--- config.mk ---
export PLATFORM = sky130hd
export DESIGN_NAME = data_cache_flat
export DESIGN_NICKNAME = d
export VERILOG_FILES = /design/src/rtl/dcache_pkg.sv /design/src/rtl/data_cache_if.sv /design/src/rtl/dcache_lane_align.sv /design/src/rtl/data_cache.sv /design/src/flat_wrapper.sv
export SDC_FILE = /design/constraint.sdc
export NUM_CORES = 1
export LEC_CHECK = 0
export CAP_MARGIN = 10
export CORE_ASPECT_RATIO = 1.75
export CORE_MARGIN = 2
export CORE_UTILIZATION = 30
export CTS_CLUSTER_SIZE = 8
export DETAILED_ROUTE_END_ITERATION = 16
export PLACE_DENSITY_LB_ADDON = 0.3
export SLEW_MARGIN = 20
export SYNTH_ARGS = -nofsm -noshare
export SYNTH_HDL_FRONTEND = slang
export SYNTH_SLANG_ARGS = --single-unit
export TNS_END_PERCENT = 30
--- constraint.sdc ---
create_clock -name CLK -period 8.9 [get_ports CLK]
set_input_delay 0.89 -clock CLK [delete_from_list [all_inputs] [get_ports CLK]]
set_output_delay 0.89 -clock CLK [all_outputs]
set_load 0.005 [all_outputs]
--- src/rtl/dcache_pkg.sv ---
// Shared definitions for the direct-mapped write-back data cache:
// address field widths, load/store function codes and FSM encoding.
package dcache_pkg;

  localparam int OFFSET_W = 4;
  localparam int INDEX_W  = 3;
  localparam int TAG_W    = 32 - INDEX_W - OFFSET_W;
  localparam int BLOCK_W  = 128;

  typedef enum logic [2:0] {
    F3_LB  = 3'b000,
    F3_LH  = 3'b001,
    F3_LW  = 3'b010,
    F3_LBU = 3'b100,
    F3_LHU = 3'b101
  } load_f3_e;

  typedef enum logic [1:0] {
    ST_SB = 2'b00,
    ST_SH = 2'b01,
    ST_SW = 2'b10
  } store_sz_e;

  typedef enum logic [1:0] {
    ST_IDLE       = 2'd0,
    ST_WRITE_BACK = 2'd1,
    ST_MEM_READ   = 2'd2,
    ST_UPDATE     = 2'd3
  } state_e;

endpackage

--- src/rtl/data_cache_if.sv ---
// CPU-side request/response and 128-bit block memory port of the data cache.
interface data_cache_if;
  import dcache_pkg::*;

  logic [3:0]                 READ;
  logic [2:0]                 WRITE;
  logic [31:0]                ADDRESS;
  logic [31:0]                WRITEDATA;
  logic [31:0]                READDATA;
  logic                       BUSYWAIT;
  logic                       MEM_READ;
  logic                       MEM_WRITE;
  logic [TAG_W+INDEX_W-1:0]   MEM_ADDRESS;
  logic [BLOCK_W-1:0]         MEM_WRITEDATA;
  logic [BLOCK_W-1:0]         MEM_READDATA;
  logic                       MEM_BUSYWAIT;

  // Cache view: serves the CPU, drives the memory request.
  modport slave (
    input  READ, WRITE, ADDRESS, WRITEDATA, MEM_READDATA, MEM_BUSYWAIT,
    output READDATA, BUSYWAIT, MEM_READ, MEM_WRITE, MEM_ADDRESS, MEM_WRITEDATA
  );

  // Environment view: CPU requester plus backing memory.
  modport master (
    output READ, WRITE, ADDRESS, WRITEDATA, MEM_READDATA, MEM_BUSYWAIT,
    input  READDATA, BUSYWAIT, MEM_READ, MEM_WRITE, MEM_ADDRESS, MEM_WRITEDATA
  );
endinterface

--- src/rtl/dcache_lane_align.sv ---
// Combinational byte-lane logic: load extract with sign/zero extension and
// store merge of a byte/half/word into a 128-bit cache line.
module dcache_lane_align
  import dcache_pkg::*;
(
  input  logic [BLOCK_W-1:0]  line,
  input  logic [OFFSET_W-1:0] offset,
  input  logic [2:0]          load_f3,
  input  logic [1:0]          store_sz,
  input  logic [31:0]         store_data,
  output logic [31:0]         load_data,
  output logic [BLOCK_W-1:0]  merged_line
);

  logic [31:0] word;
  logic [31:0] new_word;
  logic [31:0] store_rep;
  logic [3:0]  byte_en;
  logic [7:0]  lane_b;
  logic [15:0] lane_h;

  always_comb begin
    word   = line[{offset[3:2], 5'd0} +: 32];
    lane_b = word[{offset[1:0], 3'd0} +: 8];
    lane_h = word[{offset[1], 4'd0} +: 16];

    case (load_f3)
      F3_LB:   load_data = {{24{lane_b[7]}}, lane_b};
      F3_LH:   load_data = {{16{lane_h[15]}}, lane_h};
      F3_LW:   load_data = word;
      F3_LBU:  load_data = {24'd0, lane_b};
      F3_LHU:  load_data = {16'd0, lane_h};
      default: load_data = '0;
    endcase

    // Replicating the store data lets every lane take its own slice.
    case (store_sz)
      ST_SB: begin
        byte_en   = 4'b0001 << offset[1:0];
        store_rep = {4{store_data[7:0]}};
      end
      ST_SH: begin
        byte_en   = offset[1] ? 4'b1100 : 4'b0011;
        store_rep = {2{store_data[15:0]}};
      end
      ST_SW: begin
        byte_en   = 4'b1111;
        store_rep = store_data;
      end
      default: begin
        byte_en   = '0;
        store_rep = '0;
      end
    endcase

    new_word = word;
    for (int b = 0; b < 4; b++) begin
      if (byte_en[b]) new_word[b*8 +: 8] = store_rep[b*8 +: 8];
    end

    merged_line = line;
    merged_line[{offset[3:2], 5'd0} +: 32] = new_word;
  end

endmodule

--- src/rtl/data_cache.sv ---
// Direct-mapped, write-back, write-allocate L1 data cache with a
// write-back / block-refill FSM towards a 128-bit main memory port.
module data_cache
  import dcache_pkg::*;
#(
  parameter int LINES       = 8,
  parameter int BLOCK_WORDS = 4
) (
  input  logic         CLK,
  input  logic         RESET,
  data_cache_if.slave  bus
);

  localparam int IDX_W    = $clog2(LINES);
  localparam int TAG_BITS = 32 - IDX_W - OFFSET_W;
  localparam int LINE_W   = BLOCK_WORDS * 32;

  state_e state, state_nxt;

  logic [LINES-1:0]    valid;
  logic [LINES-1:0]    dirty;
  logic [TAG_BITS-1:0] tag_arr  [LINES];
  logic [LINE_W-1:0]   data_arr [LINES];
  logic [LINE_W-1:0]   refill_buf;

  logic [TAG_BITS-1:0] req_tag;
  logic [IDX_W-1:0]    req_idx;
  logic [LINE_W-1:0]   line_q;
  logic [LINE_W-1:0]   merged_line;
  logic [31:0]         load_data;
  logic                access, is_load, hit, store_hit;
  logic                refill_en, update_en;

  assign req_tag   = bus.ADDRESS[31 -: TAG_BITS];
  assign req_idx   = bus.ADDRESS[OFFSET_W +: IDX_W];
  assign line_q    = data_arr[req_idx];
  assign access    = bus.READ[3] | bus.WRITE[2];
  // A simultaneous load and store is executed as the store alone.
  assign is_load   = bus.READ[3] & ~bus.WRITE[2];
  assign hit       = valid[req_idx] && (tag_arr[req_idx] == req_tag);
  assign store_hit = (state == ST_IDLE) && bus.WRITE[2] && hit;

  dcache_lane_align u_align (
    .line        (line_q),
    .offset      (bus.ADDRESS[OFFSET_W-1:0]),
    .load_f3     (bus.READ[2:0]),
    .store_sz    (bus.WRITE[1:0]),
    .store_data  (bus.WRITEDATA),
    .load_data   (load_data),
    .merged_line (merged_line)
  );

  assign bus.BUSYWAIT = access && (!hit || state != ST_IDLE);
  assign bus.READDATA = (!RESET && state == ST_IDLE && is_load && hit) ? load_data : '0;

  // NOTE: sequential state uses non-blocking assignments so every flop
  // samples pre-edge values regardless of process evaluation order.
  always_ff @(posedge CLK) begin
    if (RESET) state <= ST_IDLE;
    else       state <= state_nxt;
  end

  // NOTE: every output of this block gets a default first, so no path
  // leaves a signal unassigned and no latch is inferred.
  always_comb begin
    state_nxt         = state;
    bus.MEM_READ      = 1'b0;
    bus.MEM_WRITE     = 1'b0;
    bus.MEM_ADDRESS   = '0;
    bus.MEM_WRITEDATA = '0;
    refill_en         = 1'b0;
    update_en         = 1'b0;
    case (state)
      ST_IDLE: begin
        if (access && !hit)
          state_nxt = (valid[req_idx] && dirty[req_idx]) ? ST_WRITE_BACK : ST_MEM_READ;
      end
      ST_WRITE_BACK: begin
        bus.MEM_WRITE     = 1'b1;
        bus.MEM_ADDRESS   = {tag_arr[req_idx], req_idx};
        bus.MEM_WRITEDATA = line_q;
        if (!bus.MEM_BUSYWAIT) state_nxt = ST_MEM_READ;
      end
      ST_MEM_READ: begin
        bus.MEM_READ    = 1'b1;
        bus.MEM_ADDRESS = {req_tag, req_idx};
        if (!bus.MEM_BUSYWAIT) begin
          refill_en = 1'b1;
          state_nxt = ST_UPDATE;
        end
      end
      ST_UPDATE: begin
        update_en = 1'b1;
        state_nxt = ST_IDLE;
      end
      default: state_nxt = ST_IDLE;
    endcase
  end

  always_ff @(posedge CLK) begin
    if (RESET) begin
      valid <= '0;
      dirty <= '0;
    end else if (update_en) begin
      valid[req_idx] <= 1'b1;
      dirty[req_idx] <= 1'b0;
    end else if (store_hit) begin
      dirty[req_idx] <= 1'b1;
    end
  end

  // NOTE: tag/data storage and the refill buffer are not reset; the
  // cleared valid bits make their contents irrelevant until refilled.
  always_ff @(posedge CLK) begin
    if (refill_en) refill_buf <= bus.MEM_READDATA;
    if (update_en) begin
      data_arr[req_idx] <= refill_buf;
      tag_arr[req_idx]  <= req_tag;
    end else if (store_hit) begin
      data_arr[req_idx] <= merged_line;
    end
  end

endmodule

--- src/flat_wrapper.sv ---
// flat-port wrapper written by rule: the top's interface ports become plain ports
module data_cache_flat import dcache_pkg::*;
#(
  parameter int LINES       = 8,
  parameter int BLOCK_WORDS = 4
)
  (CLK, RESET, bus_READ, bus_WRITE, bus_ADDRESS, bus_WRITEDATA, bus_MEM_READDATA, bus_MEM_BUSYWAIT, bus_READDATA, bus_BUSYWAIT, bus_MEM_READ, bus_MEM_WRITE, bus_MEM_ADDRESS, bus_MEM_WRITEDATA);
  data_cache_if bus_i ();
  input  logic CLK;
  input  logic RESET;
  input wire logic [$bits(bus_i.READ)-1:0] bus_READ;
  input wire logic [$bits(bus_i.WRITE)-1:0] bus_WRITE;
  input wire logic [$bits(bus_i.ADDRESS)-1:0] bus_ADDRESS;
  input wire logic [$bits(bus_i.WRITEDATA)-1:0] bus_WRITEDATA;
  input wire logic [$bits(bus_i.MEM_READDATA)-1:0] bus_MEM_READDATA;
  input wire logic [$bits(bus_i.MEM_BUSYWAIT)-1:0] bus_MEM_BUSYWAIT;
  output wire logic [$bits(bus_i.READDATA)-1:0] bus_READDATA;
  output wire logic [$bits(bus_i.BUSYWAIT)-1:0] bus_BUSYWAIT;
  output wire logic [$bits(bus_i.MEM_READ)-1:0] bus_MEM_READ;
  output wire logic [$bits(bus_i.MEM_WRITE)-1:0] bus_MEM_WRITE;
  output wire logic [$bits(bus_i.MEM_ADDRESS)-1:0] bus_MEM_ADDRESS;
  output wire logic [$bits(bus_i.MEM_WRITEDATA)-1:0] bus_MEM_WRITEDATA;
  assign bus_i.READ = bus_READ;
  assign bus_i.WRITE = bus_WRITE;
  assign bus_i.ADDRESS = bus_ADDRESS;
  assign bus_i.WRITEDATA = bus_WRITEDATA;
  assign bus_i.MEM_READDATA = bus_MEM_READDATA;
  assign bus_i.MEM_BUSYWAIT = bus_MEM_BUSYWAIT;
  assign bus_READDATA = bus_i.READDATA;
  assign bus_BUSYWAIT = bus_i.BUSYWAIT;
  assign bus_MEM_READ = bus_i.MEM_READ;
  assign bus_MEM_WRITE = bus_i.MEM_WRITE;
  assign bus_MEM_ADDRESS = bus_i.MEM_ADDRESS;
  assign bus_MEM_WRITEDATA = bus_i.MEM_WRITEDATA;
  data_cache #(.LINES(LINES), .BLOCK_WORDS(BLOCK_WORDS)) u_core (.CLK(CLK), .RESET(RESET), .bus(bus_i));
endmodule
==> summary.md, run 1 <==
| Metric | Value |
|---|---|
| Routed WL per cell | 34.6 um |
| Power density over the cells | 219 nW/um2 |
| Hold Path Class | reg2reg |
| Final period util | 0.800 |
| Fmax | 140 MHz |
| Worst skew pair latency | 0.83 ns |
| Final Hold Viols | 0 |
| Worst endpoint data arrival time | 6.23 ns |
| TNS Setup | 0 ns |
| Count leader, synth | edfxtp_1 |
| GRT Overall Usage | 0.220 |
| Register bit count reported by yosys | 1,370 |
| Outcome | complete, no violations |
| Synth area leaders | edfxtp_1 (70%), mux4_2 (5.7%), mux2_2 (3.3%) |
| DRC viols | 0 |
| CP max stage cell | a21oi_1 |
| Vias after detailed routing | 36,800 |
| Commonest cells post-synth | edfxtp_1 (1,352), nor2_1 (231), mux2_2 (168) |
| RD Place Congestion | 0.878 |
| RSZ-0062 raised after global routing | false |
| Fill cells | 18,100 |
| Seq/Total Area, Yosys | 0.709 |
| ANT nets after route | 0 |
| Worst reg2reg path depth | 10 |
| Worst slew pin tran | 1.23 ns |
| Total core area | 192,000 um2 |
| Area of the multi-input gates | 15,600 um2 |
| Slowest stage delay, CP | 0.67 ns |
| Peak VDD IR | 153 uV |
| CTS tree | built |
| Drt total wl | 221,000 um |
| Clock-pin slew on the worst setup and hold paths | 0.05 ns |
| Critical path peak fanout | 80 |
| Post-synth EDFFs | 1,352 |
| Synth top area share | 0.703 |
| R2r startpoint | u_core.tag_arr[3][6]$_DFFE_PP_ |
| Post-Synth Simple-Gate Area | 0.0403 |
| Main combinational cell family by area after synthesis | multiplexers |
| Utilization after layout | 0.365 |
| Top FF cell, synth | edfxtp_1 |
| Resize count post-CTS | 0 |
| Worst setup path end | bus_READDATA[13] |
| Async S/R FF share, synth | 0 |
| CP required | 8.01 ns |
| Num rows | 213 |
| Setup crit start kind | primary input |
| Complex-gate fraction of the synthesized area | 0.0875 |
| Placed Instances | 6,148 |
| Post-synthesis cell count | 3,380 |
| # setup viols final | 0 |
| H-tree depth | 4 |
| Max-slew headroom | 0.177 |
| Total power | 15.4 mW |
| Cell family with most CP delay | buffers and inverters |
| Post-cts hold buffer count | 0 |
| TritonCTS Buffers | 197 |
| Initial Util | 0.301 |
| Total clock sinks | 1,370 |
| Maximum buffer depth of the clock tree | 4 |
| Vias in the first global route | 36,000 |
| Initial DRC Count | 4,977 |
| I/O pin cnt | 393 |
| XOR/XNOR share of the synthesized area | 0.00212 |
| Die area | 196,000 um2 |
| Fin crit period | 7.12 ns |
| Final Instance Count excl. Fillers | 6,393 |
| Adder-cell share of the synthesized area | 0.00195 |
| Post-synth cell types | 89 |
| LEAKAGE | 22.3 nW |
| Synthesis-to-finish area growth | 21.4% |
| Sequential cell area | 41,000 um2 |
| Number of port buffers | 392 |
| Die W | 336 um |
| Crit path capture type | output port |
| Post-CTS setup buffers | 0 |
| Average instance area after synthesis | 17.1 um2 |
| Layout cells sized above 1 | 0.192 |
| R2r endpoint | u_core.data_arr[3][105]$_DFFE_PP_ |
| First drt pass iteration count | 5 |
| Pins over their slew limit | 0 |
| First-pass GRT wire length | 301,000 um |
| Root Buffer | clkbuf_16 |
| Syn_nets | 3,591 |
| Cell Area, Synth | 57,800 um2 |
| Worst path buffer plus inverter count | 4 |
| Total grt overflow | 0 |
| CP startpoint | bus_ADDRESS[4] |
| Maxcap violations | 0 |
| Synth area leader | edfxtp_1 |
| Dpl hpwl | 144,000 um |
| Mux contribution to synthesized area | 0.134 |
| Die Ht | 585 um |
| Pin count of the biggest net entering global routing | 89 |
| DR vias/cell | 5.75 |
| YS warnings | 0 |
| Initial antenna violation count | 23 |
| Hold_ws | 0.464 ns |
| Setup CP Type | in2out |
| Sequence of cells on the critical path | buf_8, buf_4, and2_1, buf_4, a221oi_1, o22a_1, mux4_2, a21oi_1, o21ai_0, a21o_1, a21oi_1, clkdlybuf4s50_1 |
| R2R Setup Slk | 3.83 ns |
| Nets | 4,087 |
| Clock Skew | 0.0749 ns |
| Worst path depth | 12 |
## final cells by class
type                    count  area share
inverters                  25     0.00148
diodes                      9    0.000321
clock inverters             7     0.00159
multi-input cells        1753       0.222
flip-flops and latches   1370       0.584
repair buffers            529      0.0738
well taps                2472      0.0441
clock buffers             228      0.0726
## registers in the layout, summed over array words and instances, names as in the netlist, named ones only
name	flops
u_core.tag_arr	200
u_core.valid	8
u_core.state	2
u_core.refill_buf	128
u_core.data_arr	1024
## routing by layer
layer  vias up  track usage  wire (um)
met2      2366        0.335      98500
met1     19200        0.299      89800
met4        18        0.100      10900
met5         -            0        127
met3       470       0.0495      21800
li1      14700            -          -
## cell usage in the layout (no fill, tap or decap), types with 13 or more instances in the layout
cell and instances:
a211oi_1 19, a21oi_1 62, a21oi_2 13, a221o_1 53
a221oi_1 77, a222oi_1 18, a22oi_1 59, and2_1 48
buf_12 17, buf_4 118, clkbuf_1 29, clkbuf_16 199
clkdlybuf4s50_1 388, dfxtp_1 18, edfxtp_1 1352, inv_1 18
mux2_1 62, mux2_2 168, mux2_4 17, mux2i_1 156
mux4_2 147, nand2_1 109, nor2_1 229, nor2b_1 15
nor3_1 31, o21a_1 30, o21ai_0 69, o22ai_1 104
o2bb2ai_1 48, o32ai_1 17
## power by group
part / internal (mW) / total [mW] / switching [mW]
Combinational: 0.498 / 1.48 / 0.979
Sequential: 7.23 / 7.28 / 0.0526
Clock: 3.98 / 6.63 / 2.65
Total: 11.7 / 15.4 / 3.69
## metrics by stage
stage	instance area, um2	setup slack [ns]
global route	70100	1.70
finish	70100	1.78
CTS	70100	1.90
detailed placement	64900	1.90
floorplan	57800	1.44
global placement	64900	1.86
## kinds of logic (layout without fill, tap and decap cells)
kind of cell | count (synthesis) | count (layout)
AO/OA/AOI/OAI | 672 | 672
XOR/XNOR | 14 | 14
adder cells (fa/ha/maj) | 9 | 9
buffers and inverters | 257 | 789
flip-flops | 1370 | 1370
multiplexers | 552 | 552
other | 0 | 9
AND/OR/NAND/NOR | 506 | 506
## worst min path at each step
stage	from	to	slack [ns]	cells after the start
floorplan	u_core.valid[2]$_SDFFE_PP0P_	u_core.valid[2]$_SDFFE_PP0P_	0.43	2
global placement	u_core.valid[7]$_SDFFE_PP0P_	u_core.valid[7]$_SDFFE_PP0P_	0.45	2
detailed placement	u_core.valid[7]$_SDFFE_PP0P_	u_core.valid[7]$_SDFFE_PP0P_	0.46	2
CTS	u_core.valid[7]$_SDFFE_PP0P_	u_core.valid[7]$_SDFFE_PP0P_	0.47	2
global route	u_core.valid[4]$_SDFFE_PP0P_	u_core.valid[4]$_SDFFE_PP0P_	0.49	2
finish	u_core.valid[7]$_SDFFE_PP0P_	u_core.valid[7]$_SDFFE_PP0P_	0.46	2
## tightest hold or removal path, cell delays in order, from the launching register on
cell,delay [ns]
dfxtp_1,0.32
nor2_1,0.04
nor2_1,0.07
(Power assumes the default switching activity.)
==> run 2, diff against run 1 <==
==> constraint.sdc (replaced) <==
create_clock -name CLK -period 6.7 [get_ports CLK]
set_input_delay 0.67 -clock CLK [delete_from_list [all_inputs] [get_ports CLK]]
set_output_delay 0.67 -clock CLK [all_outputs]
set_load 0.005 [all_outputs]
==> summary.md, run 2 (synthesis gave the netlist of run 1 again) <==
| Metric | Value |
|---|---|
| H-tree depth | 4 |
| DR vias/cell | 5.71 |
| Most flops, register | u_core.data_arr |
| Worst skew pair latency | 0.87 ns |
| Dpl hpwl | 151,000 um |
| Most common cell after layout, fill and taps aside | edfxtp_1 |
| DP Worst Slack | 0.513 ns |
| Final Instance Count excl. Fillers | 6,480 |
| First-pass GRT wire length | 302,000 um |
| TNS Setup | 0 ns |
| Final Hold Viols | 0 |
| Die area | 196,000 um2 |
| Drt total wl | 222,000 um |
| Post-CTS setup buffers | 0 |
| Biggest regs | u_core.data_arr x1024, u_core.tag_arr x200, u_core.refill_buf x128 |
| I/O pin cnt | 393 |
| Hold_ws | 0.352 ns |
| Worst slew pin tran | 1.23 ns |
| Peak VDD IR | 225 uV |
| Crit path capture type | output port |
| ANT nets after route | 0 |
| GRT Overall Usage | 0.221 |
| Power density over the cells | 289 nW/um2 |
| CTS tree | built |
| DRC viols | 0 |
| Die W | 336 um |
| RSZ-0062 raised after global routing | false |
| CP required | 6.03 ns |
| # setup viols final | 0 |
| Die Ht | 585 um |
| LEAKAGE | 22.8 nW |
| Root Buffer | clkbuf_16 |
| First drt pass iteration count | 6 |
| Maximum buffer depth of the clock tree | 4 |
| Setup CP Type | in2out |
| Initial Util | 0.301 |
| TritonCTS Buffers | 198 |
| Pin count of the biggest net entering global routing | 129 |
| Worst Slack Setup Final | 0.309 ns |
| Setup crit start kind | primary input |
| Total grt overflow | 0 |
| Max-slew headroom | 0.179 |
| Fin crit period | 6.39 ns |
| Clock Skew | 0.108 ns |
| Total clock sinks | 1,370 |
| Vias in the first global route | 36,600 |
| Maxcap violations | 0 |
| Clock-pin slew on the worst setup and hold paths | 0.05 ns |
| Resize count post-CTS | 0 |
| Worst endpoint data arrival time | 5.72 ns |
| Fmax | 156 MHz |
| Post-cts hold buffer count | 0 |
| Num rows | 213 |
| Initial DRC Count | 4,865 |
| HP Start | bus_MEM_READDATA[34] |
| Critical path peak fanout | 64 |
| Hold Path Class | in2reg |
| Initial antenna violation count | 19 |
| Post-route cell area | 71,000 um2 |
| Nets | 4,176 |
| R2r startpoint | u_core.tag_arr[6][0]$_DFFE_PP_ |
| Number of port buffers | 392 |
| Layout cells sized above 1 | 0.209 |
| Final period util | 0.954 |
| Routed WL per cell | 34.2 um |
| Most frequent cells in the layout | edfxtp_1 (1,352), clkdlybuf4s50_1 (388), nor2_1 (229) |
| Total core area | 192,000 um2 |
| Pins over their slew limit | 0 |
| Synthesis-to-finish area growth | 22.9% |
| CP startpoint | bus_ADDRESS[4] |
| Max reg flops | 1,024 |
| RD Place Congestion | 0.882 |
| Outcome | complete, no violations |
| Vias after detailed routing | 37,000 |
| Placed Instances | 6,236 |
| Placed Area | 65,700 um2 |
-- run 2: area by class of cell --
class	count	area, um2
tap	2472	3090
clock inverter	8	123
clock buffer	228	5110
antenna	7	17.5
multi-input combinational	1753	15500
timing repair buffer	617	6040
inverter	25	104
fill	18000	121000
sequential	1370	41000
-- run 2: where the power goes --
| part | switching, mW | leakage (nW) | internal [mW] |
|---|---|---|---|
| Clock | 3.53 | 2.55 | 5.27 |
| Combinational | 1.31 | 7.93 | 0.701 |
| Sequential | 0.0775 | 12.3 | 9.60 |
| Total | 4.92 | 22.8 | 15.6 |
-- run 2: per-stage QoR --
stage / util / total power [mW]
2_1_floorplan: - / 10.7
3_3_place_gp: 0.342 / 11.8
3_5_place_dp: 0.343 / 11.8
4_1_cts: 0.370 / 20.6
5_1_grt: 0.370 / 21.0
6_report: 0.370 / 20.5
-- run 2: per-layer routing --
metal / vias to the layer above / wire length, um / share of wire / global-route usage
met5: - / 112 / 0.00050 / 0
met4: 16 / 10000 / 0.045 / 0.0913
met3: 491 / 22000 / 0.099 / 0.0492
met2: 2326 / 100000 / 0.45 / 0.343
met1: 19300 / 89500 / 0.40 / 0.299
li1: 14800 / - / - / -
-- run 2: worst paths after layout --
check / end / slack, ns / depth (start not counted)
setup / recovery: bus_READDATA[5] / 0.31 / 13
hold / removal: u_core.refill_buf[34]$_DFFE_PP_ / 0.35 / 1
setup reg to reg: u_core.data_arr[6][9]$_DFFE_PP_ / 2.51 / 9
hold reg to reg: u_core.valid[3]$_SDFFE_PP0P_ / 0.47 / 2
-- run 2: worst max-delay path, stage by stage --
cell and delay [ns]:
buf_8 0.44, buf_4 0.58, nor2b_4 0.16, buf_12 0.21
buf_4 0.20, a221o_1 0.37, a222oi_1 0.86, mux2i_1 0.18
a21o_1 0.32, mux2_2 0.29, a21oi_1 0.64, nor2_1 0.09
clkdlybuf4s50_1 0.47
